===== src/rtl/axi_dma_rd_sched.sv =====
// Round-robin read-descriptor scheduler: N_REQ requesters share one DMA read
// descriptor port under an in-flight credit limit, and status is routed back by tag index.
module axi_dma_rd_sched #(
  parameter int N_REQ           = 4,
  parameter int AXI_ADDR_WIDTH  = 16,
  parameter int LEN_WIDTH       = 20,
  parameter int TAG_WIDTH       = 8,
  parameter int IDX_WIDTH       = $clog2(N_REQ),
  parameter int REQ_TAG_WIDTH   = TAG_WIDTH - IDX_WIDTH,
  parameter int MAX_OUTSTANDING = 4
) (
  input  logic                              clk,
  input  logic                              rst_n,
  input  logic [N_REQ*AXI_ADDR_WIDTH-1:0]   s_req_addr,
  input  logic [N_REQ*LEN_WIDTH-1:0]        s_req_len,
  input  logic [N_REQ*REQ_TAG_WIDTH-1:0]    s_req_tag,
  input  logic [N_REQ-1:0]                  s_req_valid,
  output logic [N_REQ-1:0]                  s_req_ready,
  output logic [REQ_TAG_WIDTH-1:0]          m_req_status_tag,
  output logic [3:0]                        m_req_status_error,
  output logic [N_REQ-1:0]                  m_req_status_valid,
  output logic [AXI_ADDR_WIDTH-1:0]         m_axis_read_desc_addr,
  output logic [LEN_WIDTH-1:0]              m_axis_read_desc_len,
  output logic [TAG_WIDTH-1:0]              m_axis_read_desc_tag,
  output logic                              m_axis_read_desc_valid,
  input  logic                              m_axis_read_desc_ready,
  input  logic [TAG_WIDTH-1:0]              s_axis_read_desc_status_tag,
  input  logic [3:0]                        s_axis_read_desc_status_error,
  input  logic                              s_axis_read_desc_status_valid,
  input  logic                              enable,
  output logic [7:0]                        outstanding,
  output logic                              bad_status
);

  logic                      out_full_q, out_full_d;
  logic [AXI_ADDR_WIDTH-1:0] desc_addr_q, desc_addr_d;
  logic [LEN_WIDTH-1:0]      desc_len_q, desc_len_d;
  logic [TAG_WIDTH-1:0]      desc_tag_q, desc_tag_d;
  logic [IDX_WIDTH-1:0]      last_grant_q, last_grant_d;
  logic [7:0]                outstanding_q, outstanding_d;
  logic [N_REQ-1:0]          st_valid_q, st_valid_d;
  logic [REQ_TAG_WIDTH-1:0]  st_tag_q, st_tag_d;
  logic [3:0]                st_err_q, st_err_d;
  logic                      bad_status_q, bad_status_d;

  logic                      found;
  logic [IDX_WIDTH-1:0]      winner;
  logic                      grant;
  logic [AXI_ADDR_WIDTH-1:0] sel_addr;
  logic [LEN_WIDTH-1:0]      sel_len;
  logic [REQ_TAG_WIDTH-1:0]  sel_tag;
  logic                      desc_hs;
  logic [IDX_WIDTH-1:0]      st_idx;
  logic                      st_ok;

  // Two ordered passes give the search from last_grant+1 with wraparound.
  always_comb begin
    found  = 1'b0;
    winner = '0;
    for (int i = 0; i < N_REQ; i++) begin
      if (!found && s_req_valid[i] && (IDX_WIDTH'(i) > last_grant_q)) begin
        found  = 1'b1;
        winner = IDX_WIDTH'(i);
      end
    end
    for (int i = 0; i < N_REQ; i++) begin
      if (!found && s_req_valid[i] && (IDX_WIDTH'(i) <= last_grant_q)) begin
        found  = 1'b1;
        winner = IDX_WIDTH'(i);
      end
    end
  end

  assign grant = enable && !out_full_q && (outstanding_q < 8'(MAX_OUTSTANDING)) && found;

  always_comb begin
    sel_addr    = '0;
    sel_len     = '0;
    sel_tag     = '0;
    s_req_ready = '0;
    for (int i = 0; i < N_REQ; i++) begin
      if (winner == IDX_WIDTH'(i)) begin
        sel_addr       = s_req_addr[i*AXI_ADDR_WIDTH +: AXI_ADDR_WIDTH];
        sel_len        = s_req_len[i*LEN_WIDTH +: LEN_WIDTH];
        sel_tag        = s_req_tag[i*REQ_TAG_WIDTH +: REQ_TAG_WIDTH];
        s_req_ready[i] = grant;
      end
    end
  end

  assign desc_hs = out_full_q && m_axis_read_desc_ready;
  assign st_idx  = s_axis_read_desc_status_tag[TAG_WIDTH-1 -: IDX_WIDTH];
  assign st_ok   = int'(st_idx) < N_REQ;

  always_comb begin
    out_full_d   = out_full_q;
    desc_addr_d  = desc_addr_q;
    desc_len_d   = desc_len_q;
    desc_tag_d   = desc_tag_q;
    last_grant_d = last_grant_q;
    // Grant and slot-empty are exclusive: a grant needs an empty slot.
    if (grant) begin
      out_full_d   = 1'b1;
      desc_addr_d  = sel_addr;
      desc_len_d   = sel_len;
      desc_tag_d   = {winner, sel_tag};
      last_grant_d = winner;
    end else if (desc_hs) begin
      out_full_d = 1'b0;
    end
  end

  always_comb begin
    outstanding_d = outstanding_q;
    bad_status_d  = 1'b0;
    if (desc_hs && !s_axis_read_desc_status_valid) begin
      outstanding_d = outstanding_q + 8'd1;
    end else if (s_axis_read_desc_status_valid && !desc_hs) begin
      if (outstanding_q == 8'd0) begin
        bad_status_d = 1'b1;
      end else begin
        outstanding_d = outstanding_q - 8'd1;
      end
    end
    if (s_axis_read_desc_status_valid && !st_ok) begin
      bad_status_d = 1'b1;
    end
  end

  always_comb begin
    st_valid_d = '0;
    st_tag_d   = s_axis_read_desc_status_tag[REQ_TAG_WIDTH-1:0];
    st_err_d   = s_axis_read_desc_status_error;
    for (int i = 0; i < N_REQ; i++) begin
      st_valid_d[i] = s_axis_read_desc_status_valid && st_ok && (st_idx == IDX_WIDTH'(i));
    end
  end

  always_ff @(posedge clk or negedge rst_n) begin
    if (!rst_n) begin
      out_full_q    <= 1'b0;
      desc_addr_q   <= '0;
      desc_len_q    <= '0;
      desc_tag_q    <= '0;
      last_grant_q  <= IDX_WIDTH'(N_REQ - 1);
      outstanding_q <= 8'd0;
      st_valid_q    <= '0;
      st_tag_q      <= '0;
      st_err_q      <= 4'd0;
      bad_status_q  <= 1'b0;
    end else begin
      out_full_q    <= out_full_d;
      desc_addr_q   <= desc_addr_d;
      desc_len_q    <= desc_len_d;
      desc_tag_q    <= desc_tag_d;
      last_grant_q  <= last_grant_d;
      outstanding_q <= outstanding_d;
      st_valid_q    <= st_valid_d;
      st_tag_q      <= st_tag_d;
      st_err_q      <= st_err_d;
      bad_status_q  <= bad_status_d;
    end
  end

  assign m_axis_read_desc_valid = out_full_q;
  assign m_axis_read_desc_addr  = desc_addr_q;
  assign m_axis_read_desc_len   = desc_len_q;
  assign m_axis_read_desc_tag   = desc_tag_q;
  assign m_req_status_valid     = st_valid_q;
  assign m_req_status_tag       = st_tag_q;
  assign m_req_status_error     = st_err_q;
  assign outstanding            = outstanding_q;
  assign bad_status             = bad_status_q;

endmodule


===== config.mk =====
export PLATFORM = sky130hd
export DESIGN_NAME = axi_dma_rd_sched
export DESIGN_NICKNAME = d
export VERILOG_FILES = /design/src/rtl/axi_dma_rd_sched.sv
export SDC_FILE = /design/constraint.sdc
export NUM_CORES = 1
export LEC_CHECK = 0
export BUFFER_PORTS_ARGS = -buffer_cell sky130_fd_sc_hd__buf_4
export CORE_MARGIN = 4
export CORE_UTILIZATION = 40
export CTS_BUF_LIST = sky130_fd_sc_hd__clkbuf_4 sky130_fd_sc_hd__clkbuf_8 sky130_fd_sc_hd__clkbuf_16
export CTS_CLUSTER_SIZE = 24
export DETAILED_ROUTE_END_ITERATION = 6
export GPL_ROUTABILITY_DRIVEN = 0
export HOLD_SLACK_MARGIN = 0.15
export PLACE_DENSITY_LB_ADDON = 0.08
export SETUP_SLACK_MARGIN = 0.4
export SLEW_MARGIN = 10
export SYNTH_ARGS = -nofsm -noshare
export SYNTH_HDL_FRONTEND = slang
export SYNTH_SLANG_ARGS = --single-unit

===== constraint.sdc =====
create_clock -name clk -period 2.4 [get_ports clk]
set_clock_uncertainty 0.15 [all_clocks]
set_input_delay 0.36 -clock clk [delete_from_list [all_inputs] [get_ports clk]]
set_output_delay 0.36 -clock clk [all_outputs]
set_load 0.01 [all_outputs]

==> flow_summary.toml, run 1 <==
[worst_setup_path]
worstPathMaxFanout = 4
r2r_start = "outstanding[5]"
crit_path_start_kind = "flip-flop"
cp.required_ps = 1890
rr_endpoint = "m_axis_read_desc_tag[2]"
reg2reg_slack_ps = -180
cp.arrival_ps = 2090
criticalPathCategory = "flip-flop to output pin"
r2r_cells = 9
end_kind = "output pin"

[place]
dp.cells = 823
io_buffers = 260
dp_hpwl_mm = 12.4

[yosys]
synth_commonest_cells = "dfrtp_1 (68), nor2_1 (51), a2bb2oi_1 (37), o21ai_0 (35)"
synth_compound_area_frac = 0.372
ys_seq_area_frac = 0.404
synth.avg_cell_area_um2 = 10.1
synth_edf_count = 0
synth_ff_type = "dfrtp_1"
yosysTopAreaCellShare = 0.392
syn_nets = 626
synth_xor_area_frac = 0.0121
yosys.area_share.simple = 0.120
synthArstFlopShare = 1.00
netlist_area_um2 = 4340
yosysWarnings = 0
synthAdderAreaFrac = 0.0276
ys_ff_latch = 70
synth_top_family_by_area = "compound AO/OA/AOI/OAI gates"
synth.most_common_cell = "dfrtp_1"
synthCells = 428
synthMuxAreaShare = 0
yosysTopAreaCell = "dfrtp_1"
yosys-top-cells-area = "dfrtp_1 (39%), a22oi_2 (8.6%), a2bb2oi_1 (7.5%)"
synth_cell_types = 56

[power_and_ir_drop]
total_leakage_power_nw = 3.82
p_per_area_nw_per_um2 = 938
peakVddDrop_uv = 637
finalPower_mw = 7.80

[sta]
finalHoldViolCount = 0
slew_headroom = 0.705
period_needed_ps = 2600
finalMaxSlewViolations = 0
worst_pin_slew_ps = 442
finalCritPeriodShare = 1.08
rsz0062_at_grt = "yes"
timing.final.ws_setup_ps = -197
setup_viol_count_final = 46
fmax_mhz = 385

[detailed_routing]
drtPass1Iterations = 5
vias = 5182
drt-total-wl_mm = 18.7
vias_per_cell = 5.36
first_iter_violations = 335
drtAntennaViolNets = 0
route.detailed.drc = 0
wire_per_inst_um = 19.3

[hold_path]
holdPathEnd = "m_axis_read_desc_addr[1]"
min_path_cells = 3
hold_start = "s_req_addr[33]"
min_path_type = "input pin to flip-flop"

[clock_network]
clk_pin_slew_ps = 80
cts_tree = "done"
ctsRootBufferMaster = "clkbuf_8"
cts_made_buffers = 9
h-tree-depth = 3
clk_latency_ps = 340
cts_sinks = 70
clock_path_buffers = 2

[global_routing]
grt_usage = 0.287
grt_max_degree = 40
grt_pass1_wl_mm = 29.1
grt_pass1_vias = 5559
gr-total-overflow = 0
antenna_found_initial = 0

[finish]
area_delta_synth_final_pct = 91.4
drive_above_1_share = 0.528
num_antenna_cells = 0
layoutNonFillerInstCount = 967
layout.nets = 1024

[floorplanning]
start_util = 0.415
die_area_um2 = 12600
die_h_um = 112
std_cell_rows = 37
io_pins = 261
coreArea_um2 = 10500
fp.dieW_um = 112

[status]
violations = "negative setup slack"
outcome = "finished, violations left"

[flow_run]
drv_cap = 0
cell families (layout without fill, tap and decap cells):
group,Yosys count,in the layout
compound gates,201,201
xor+xnor,6,6
fa+ha+maj,9,9
buf+inv,36,438
flops,70,70
simple gates,106,107
area by class of cell:
| class | count | area [um^2] |
|---|---|---|
| inverter | 6 | 35.0 |
| tap | 136 | 170 |
| multi-input combinational | 323 | 2560 |
| sequential | 70 | 1750 |
| timing repair buffer | 416 | 3540 |
| clock inverter | 5 | 106 |
| clock buffer | 11 | 145 |
| fill | 668 | 2150 |
worst max-delay path, cell delays in order (launching register included):
cell and delay (ps):
dfrtp_1 380, or4_4 530, a2111o_2 430, buf_12 170, nor3_4 110, buf_6 120
per-stage QoR:
| step | hold WS (ps) | util | setup TNS [ps] | area (um^2) | setup slack (ps) |
|---|---|---|---|---|---|
| 2_1_floorplan | -85.6 | - | 0 | 4470 | 167 |
| 3_3_place_gp | 180 | 0.630 | 0 | 6600 | 85.0 |
| 3_5_place_dp | 180 | 0.630 | 0 | 6600 | 29.0 |
| 4_1_cts | 150 | 0.771 | -6140 | 8060 | -309 |
| 5_1_grt | 150 | 0.795 | -10650 | 8310 | -293 |
| 6_report | 160 | 0.795 | -6550 | 8310 | -197 |
worst max-delay path by stage:
stage,start,to,slack [ps],cells after the start
final,outstanding[5],s_req_ready[0],-200,5
after global routing,outstanding[5],s_req_ready[0],-290,5
after CTS,outstanding[5],s_req_ready[1],-310,5
after detailed placement,m_axis_read_desc_ready,outstanding[7],30,9
after global placement,outstanding[5],s_req_ready[0],90,5
after floorplan,outstanding[5],s_req_ready[0],170,5
routing by layer:
| layer | wire [um] | track usage |
|---|---|---|
| met5 | 0 | 0 |
| met4 | 515 | 0.100 |
| met3 | 1080 | 0.0588 |
| met2 | 9980 | 0.524 |
| met1 | 7100 | 0.333 |
layout by cell type, fill, tap and decap left out, drive strengths merged, types with 2 or more instances in the layout:
master	n
bufinv	3
dfrtp	68
xnor2	3
and3	2
a2bb2oi	37
nand2b	7
o21ai	90
dlygate4sd3	104
nor2	51
and4	5
clkinv	2
a31oi	5
a21oi	5
or3	2
nand2	16
o21bai	3
buf	311
nor3b	6
a21o	7
nor3	4
a22oi	37
clkbuf	12
o221ai	2
o22ai	6
xor2	3
ha	8
nand3	3
a211oi	3
inv	5
nand3b	2
dfstp	2
state kept, by name (all words and copies together) (netlist names):
| register | cells |
|---|---|
| m_axis_read_desc_len | 20 |
| m_axis_read_desc_addr | 16 |
| m_axis_read_desc_tag | 8 |
| outstanding | 8 |
| m_req_status_tag | 6 |
| m_req_status_error | 4 |
| m_req_status_valid | 4 |
| last_grant_q | 2 |
| bad_status | 1 |
| m_axis_read_desc_valid | 1 |
timing repair:
item                                    4_1_cts  5_1_grt
hold endpoints to repair                     88        8
cloned                                        4        1
pin swaps                                    17       17
endpoints found under the setup margin       54       59
setup buffers                                13        6
hold buffers                                 95        9
gates resized for setup                      30       35
report_power, final:
part,switching [mW],internal (mW)
clock network,0.474,0.733
logic,2.18,2.41
registers,0.374,1.63
total,3.02,4.77
No activity file was read; power rests on OpenSTA's default activity.
==> inputs of run 2 (changes only) <==
- ABC_AREA: not set -> 1
- CORE_UTILIZATION: 40 -> 41
- clock period: 2.4 -> 2.2 ns (I/O delays scaled with it)
==> flow_summary.toml, run 2 <==
[status]
outcome = "finished, violations left"
violations = "negative setup slack"

[floorplanning]
coreArea_um2 = 11500
std_cell_rows = 39
io_pins = 261
die_area_um2 = 13700
die_h_um = 117
start_util = 0.423
fp.dieW_um = 117

[sta]
finalHoldViolCount = 0
worst_pin_slew_ps = 498
finalMaxSlewViolations = 0
timing.final.ws_setup_ps = -171
fmax_mhz = 422
finalCritPeriodShare = 1.08
setup_viol_count_final = 45
period_needed_ps = 2370
rsz0062_at_grt = "yes"
slew_headroom = 0.668

[detailed_routing]
vias = 5930
first_iter_violations = 272
drt-total-wl_mm = 19.0
route.detailed.drc = 0
drtPass1Iterations = 5
drtAntennaViolNets = 0
vias_per_cell = 4.78
wire_per_inst_um = 15.3

[worst_setup_path]
slowest_stage = "dfstp_2"
crit_path_max_incr_delay_ps = 560
worstPathMaxFanout = 4
criticalPathCategory = "flip-flop to output pin"
cp.arrival_ps = 1890
crit_chain = "nand2_2 -> nand2_2 -> nand4_4 -> nor2_4 -> a21boi_4 -> buf_12 -> nand2_4 -> nor2_4 -> buf_6"
crit_path_start_kind = "flip-flop"
critPathBufInv = 2
cp.required_ps = 1720
critical_path.top_delay_family = "simple AND/OR/NAND/NOR gates"
end_kind = "output pin"

[yosys]
ys_seq_area_frac = 0.360
yosysWarnings = 0
synth.most_common_cell = "nand2_1"
yosysTopAreaCell = "dfrtp_1"
synth_cell_types = 34
synth.avg_cell_area_um2 = 6.29
yosys-top-cells-area = "dfrtp_1 (35%), nand2_1 (23%), inv_1 (9.1%)"
synth_commonest_cells = "nand2_1 (298), inv_1 (118), dfrtp_1 (68), nor2_1 (68), nand3_1 (52)"
syn_nets = 973
yosysTopAreaCellShare = 0.349
synthArstFlopShare = 1.00
synth_edf_count = 0
synthCells = 775
netlist_area_um2 = 4880
synth_ff_type = "dfrtp_1"
ys_ff_latch = 70

[clock_network]
h-tree-depth = 3
cts_made_buffers = 9
ctsRootBufferMaster = "clkbuf_16"
clk_latency_ps = 340
clk_pin_slew_ps = 60
cts_tree = "done"
clock_path_buffers = 2
cts_sinks = 70

[finish]
largest_register_ffs = 20
layout.nets = 1290
layout_commonest_cell = "buf_4"
num_antenna_cells = 0
drive_above_1_share = 0.428
seqCellArea_um2 = 1760
fin_util = 0.761
mostFrequentLayoutCells = "buf_4 (293), nand2_1 (274), inv_1 (108)"
multiInputGateArea_um2 = 2960
fillers = 899
layoutNonFillerInstCount = 1240
area_delta_synth_final_pct = 79.7

[place]
dp.cells = 1164
dp_hpwl_mm = 12.5
io_buffers = 260

[flow_run]
drv_cap = 0

[global_routing]
gr-total-overflow = 0
grt_pass1_vias = 5499
grt_max_degree = 56
grt_pass1_wl_mm = 27.6
antenna_found_initial = 0
grt_usage = 0.260

[hold_path]
min_path_type = "input pin to flip-flop"

[power_and_ir_drop]
peakVddDrop_uv = 921
total_leakage_power_nw = 4.89
p_per_area_nw_per_um2 = 1230
run 2: worst min-delay path: cells and delay by family:
family,cells,cell delay [ps]
simple gates,2,90
buf+inv,2,150
compound gates,1,40
run 2: path summary, 6_finish.rpt:
path	from	end	slack, ps	depth (start not counted)
max	last_grant_q[1]	s_req_ready[3]	-170	9
min	s_req_addr[57]	m_axis_read_desc_addr[9]	170	5
max reg2reg	last_grant_q[1]	m_axis_read_desc_len[16]	-110	15
min reg2reg	m_axis_read_desc_addr[15]	m_axis_read_desc_addr[15]	330	2
max in group asynchronous	rst_n	last_grant_q[0]	880	3
min in group asynchronous	rst_n	m_req_status_error[1]	370	2
run 2: layout make-up:
| class | instances | share of cell area |
|---|---|---|
| sequential | 70 | 0.200 |
| timing repair buffer | 344 | 0.353 |
| inverter | 123 | 0.0541 |
| clock inverter | 3 | 0.00485 |
| clock buffer | 13 | 0.0306 |
| tap | 143 | 0.0204 |
| multi-input combinational | 544 | 0.337 |
run 2: per-stage QoR:
step | setup TNS, ps | worst slack [ps] | power [mW] | hold slack [ps] | cell area, um^2
4_1_cts | -1800 | -145 | 10.2 | 168 | 8430
2_1_floorplan | 0 | 129 | 5.37 | -116 | 5080
5_1_grt | -7140 | -233 | 11.5 | 178 | 8760
3_3_place_gp | 0 | 126 | 7.37 | 174 | 7300
6_report | -2850 | -171 | 10.7 | 175 | 8760
3_5_place_dp | 0 | 43.4 | 7.45 | 174 | 7300
run 2: what timing repair did:
action | in CTS | in global routing
hold buffers | 15 | 0
resized for setup | 56 | 60
hold endpoints to repair | 48 | 0
gates cloned | 8 | 5
setup buffers | 26 | 6
setup endpoints to repair | 52 | 58
pin swaps | 19 | 38
run 2: per-layer routing:
metal  up-vias  global-route usage  part of all wire
met1      2735               0.309              0.39
met4         0              0.0841             0.021
met3        24              0.0540             0.065
met5         -                   0                 0
met2       172               0.469              0.52
li1       2999                   -                 -
run 2: kinds of logic after synthesis:
| kind of cell | synth area share |
|---|---|
| buf+inv | 0.136 |
| flops | 0.360 |
| fa+ha+maj | 0.0246 |
| simple gates | 0.383 |
| xor+xnor | 0.0108 |
| compound gates | 0.0860 |
run 2: power by group:
| group | internal [mW] | switching (mW) | leakage [nW] |
|---|---|---|---|
| Combinational | 3.38 | 3.68 | 3.89 |
| Clock | 0.964 | 0.577 | 0.153 |
| Sequential | 1.83 | 0.322 | 0.847 |
| Total | 6.16 | 4.58 | 4.89 |
==> inputs of run 3 (changes only) <==
- clock period: 2.2 -> 2 ns (I/O delays scaled with it)
==> flow_summary.toml, run 3 (same netlist as run 2, synthesis figures left out) <==
[global_routing]
antenna_found_initial = 0
met1_usage = 0.321
grt_pass1_vias = 6003
grt_max_degree = 38
gr-total-overflow = 0
use_met3 = 0.0653
grt_busiest_layer = "met2"
grt_pass1_wl_mm = 29.4
globalRouteMet2Util = 0.497
grt_usage = 0.276

[power_and_ir_drop]
pwr-share-clk = 0.141
switchingPower_mw = 5.48
p_seq_frac = 0.183
p_int_mw = 7.65
total_leakage_power_nw = 5.22
comb_power_share = 0.676
peakVddDrop_uv = 1090
p_sw_frac = 0.417
p_per_area_nw_per_um2 = 1380

[worst_setup_path]
crit_start = "last_grant_q[1]"
end_kind = "output pin"
reg2reg_slack_ps = -320
crit_path_start_kind = "flip-flop"
cp.required_ps = 1550
crit_path_max_incr_delay_ps = 580
rr_endpoint = "m_axis_read_desc_len[14]"
r2r_cells = 14
cp.arrival_ps = 1930
crit_chain = "nand2_4 -> nand2_4 -> nand4_4 -> nor3_2 -> buf_4 -> nor2_4 -> buf_12 -> nor2_4 -> buf_6"
worstPathMaxFanout = 4
slowest_stage = "dfstp_2"
r2r_start = "last_grant_q[1]"
criticalPathCategory = "flip-flop to output pin"

[detailed_routing]
first_iter_violations = 419
vias = 6433
wire_per_inst_um = 16.5
drtPass1Iterations = 6
drt-total-wl_mm = 21.1
vias_per_cell = 5.02
drtAntennaViolNets = 0
route.detailed.drc = 0

[hold_path]
min_path_cells = 5
min_path_type = "input pin to flip-flop"
holdPathEnd = "m_axis_read_desc_addr[4]"
hold_start = "s_req_addr[52]"

[place]
dp_hpwl_mm = 12.5
io_buffers = 260
placed_area_um2 = 7560
dp.cells = 1195

[finish]
fin_util = 0.828
layoutNonFillerInstCount = 1281
fillers = 764
fin_area_um2 = 9530
largest_register_ffs = 20
num_antenna_cells = 0
layout.nets = 1332
mostFrequentLayoutCells = "buf_4 (305), nand2_1 (271), inv_1 (101)"
layout_commonest_cell = "buf_4"
area_delta_synth_final_pct = 95.5
drive_above_1_share = 0.465

[sta]
finalHoldViolCount = 0
period_needed_ps = 2380
timing.final.ws_setup_ps = -377
fmax_mhz = 421
setup_tns_ps = -12670
setup_viol_count_final = 50
finalCritPeriodShare = 1.19
rsz0062_at_grt = "yes"
finalMaxSlewViolations = 0
slew_headroom = 0.696
worst_pin_slew_ps = 456

[clock_network]
clk_pin_slew_ps = 60
cts_made_buffers = 9
h-tree-depth = 3
ctsRootBufferMaster = "clkbuf_16"
clock_path_buffers = 2
clk_latency_ps = 340
cts_tree = "done"
cts_sinks = 70

[floorplanning]
die_h_um = 117
std_cell_rows = 39
fp.dieW_um = 117
start_util = 0.423
die_area_um2 = 13700
coreArea_um2 = 11500
io_pins = 261

[status]
violations = "negative setup slack"
outcome = "finished, violations left"

[flow_run]
drv_cap = 0
==> run 3: cell count changes in the layout (fill, tap and decap cells not counted), moves of 8 or more <==
cell,before,now
buf_16,7,15
buf_4,293,305
buf_6,7,15
dlygate4sd3_1,15,24
o21ai_0,18,9
==> run 3: repair_timing <==
action / 4_1_cts / 5_1_grt
gates cloned: 13 / 8
endpoints found under the setup margin: 58 / 61
hold buffers: 25 / 0
buffers inserted: 20 / 6
gates resized for setup: 85 / 88
pin swaps: 31 / 64
hold endpoints to repair: 76 / 0
==> run 3: how the worst max path moves through the flow <==
stage | to | slack [ps] | depth (start not counted)
2_1_floorplan | s_req_ready[3] | -40 | 10
3_3_place_gp | outstanding[7] | -40 | 11
3_5_place_dp | m_axis_read_desc_addr[6] | -70 | 12
4_1_cts | s_req_ready[3] | -320 | 9
5_1_grt | s_req_ready[3] | -470 | 9
6_report | s_req_ready[3] | -380 | 9
==> run 3: layout make-up <==
class                   count  area, um^2  area share
clock buffers               9         225      0.0236
clock inverters             6         111      0.0117
inverters                 123         472      0.0495
multi-input cells         544        3100       0.326
flip-flops and latches     70        1760       0.184
well taps                 143         179      0.0188
repair buffers            386        3680       0.386
==> run 3: power groups by stage <==
stage | Sequential (mW) | Clock (mW) | Combinational (mW)
global placement | 2.35 | 0 | 6.10
finish | 2.40 | 1.85 | 8.88
floorplan | 2.64 | 0 | 3.32
detailed placement | 2.37 | 0 | 6.17
CTS | 2.37 | 1.86 | 7.98
global route | 2.46 | 1.94 | 9.55
==> run 3: per-layer routing <==
| layer | wire length (um) | vias to the layer above |
|---|---|---|
| li1 | - | 3087 |
| met1 | 7860 | 3007 |
| met2 | 10900 | 278 |
| met3 | 1600 | 61 |
| met4 | 765 | 0 |
| met5 | 0 | - |
==> run 3: stage by stage <==
stage                     hold slack (ps)  power (mW)  setup slack (ps)
after floorplan                      -146        5.96             -40.7
after global placement                125        8.45             -42.9
after detailed placement              124        8.54             -69.4
after CTS                             150        12.2              -317
after global routing                  158        14.0              -474
final                                 149        13.1              -377
==> run 3: worst max-delay path, delay by kind of cell (launching register included) <==
family,cells,cell delay [ps]
buffers and inverters,3,390
and+or+nand+nor,6,630
DFF,1,580
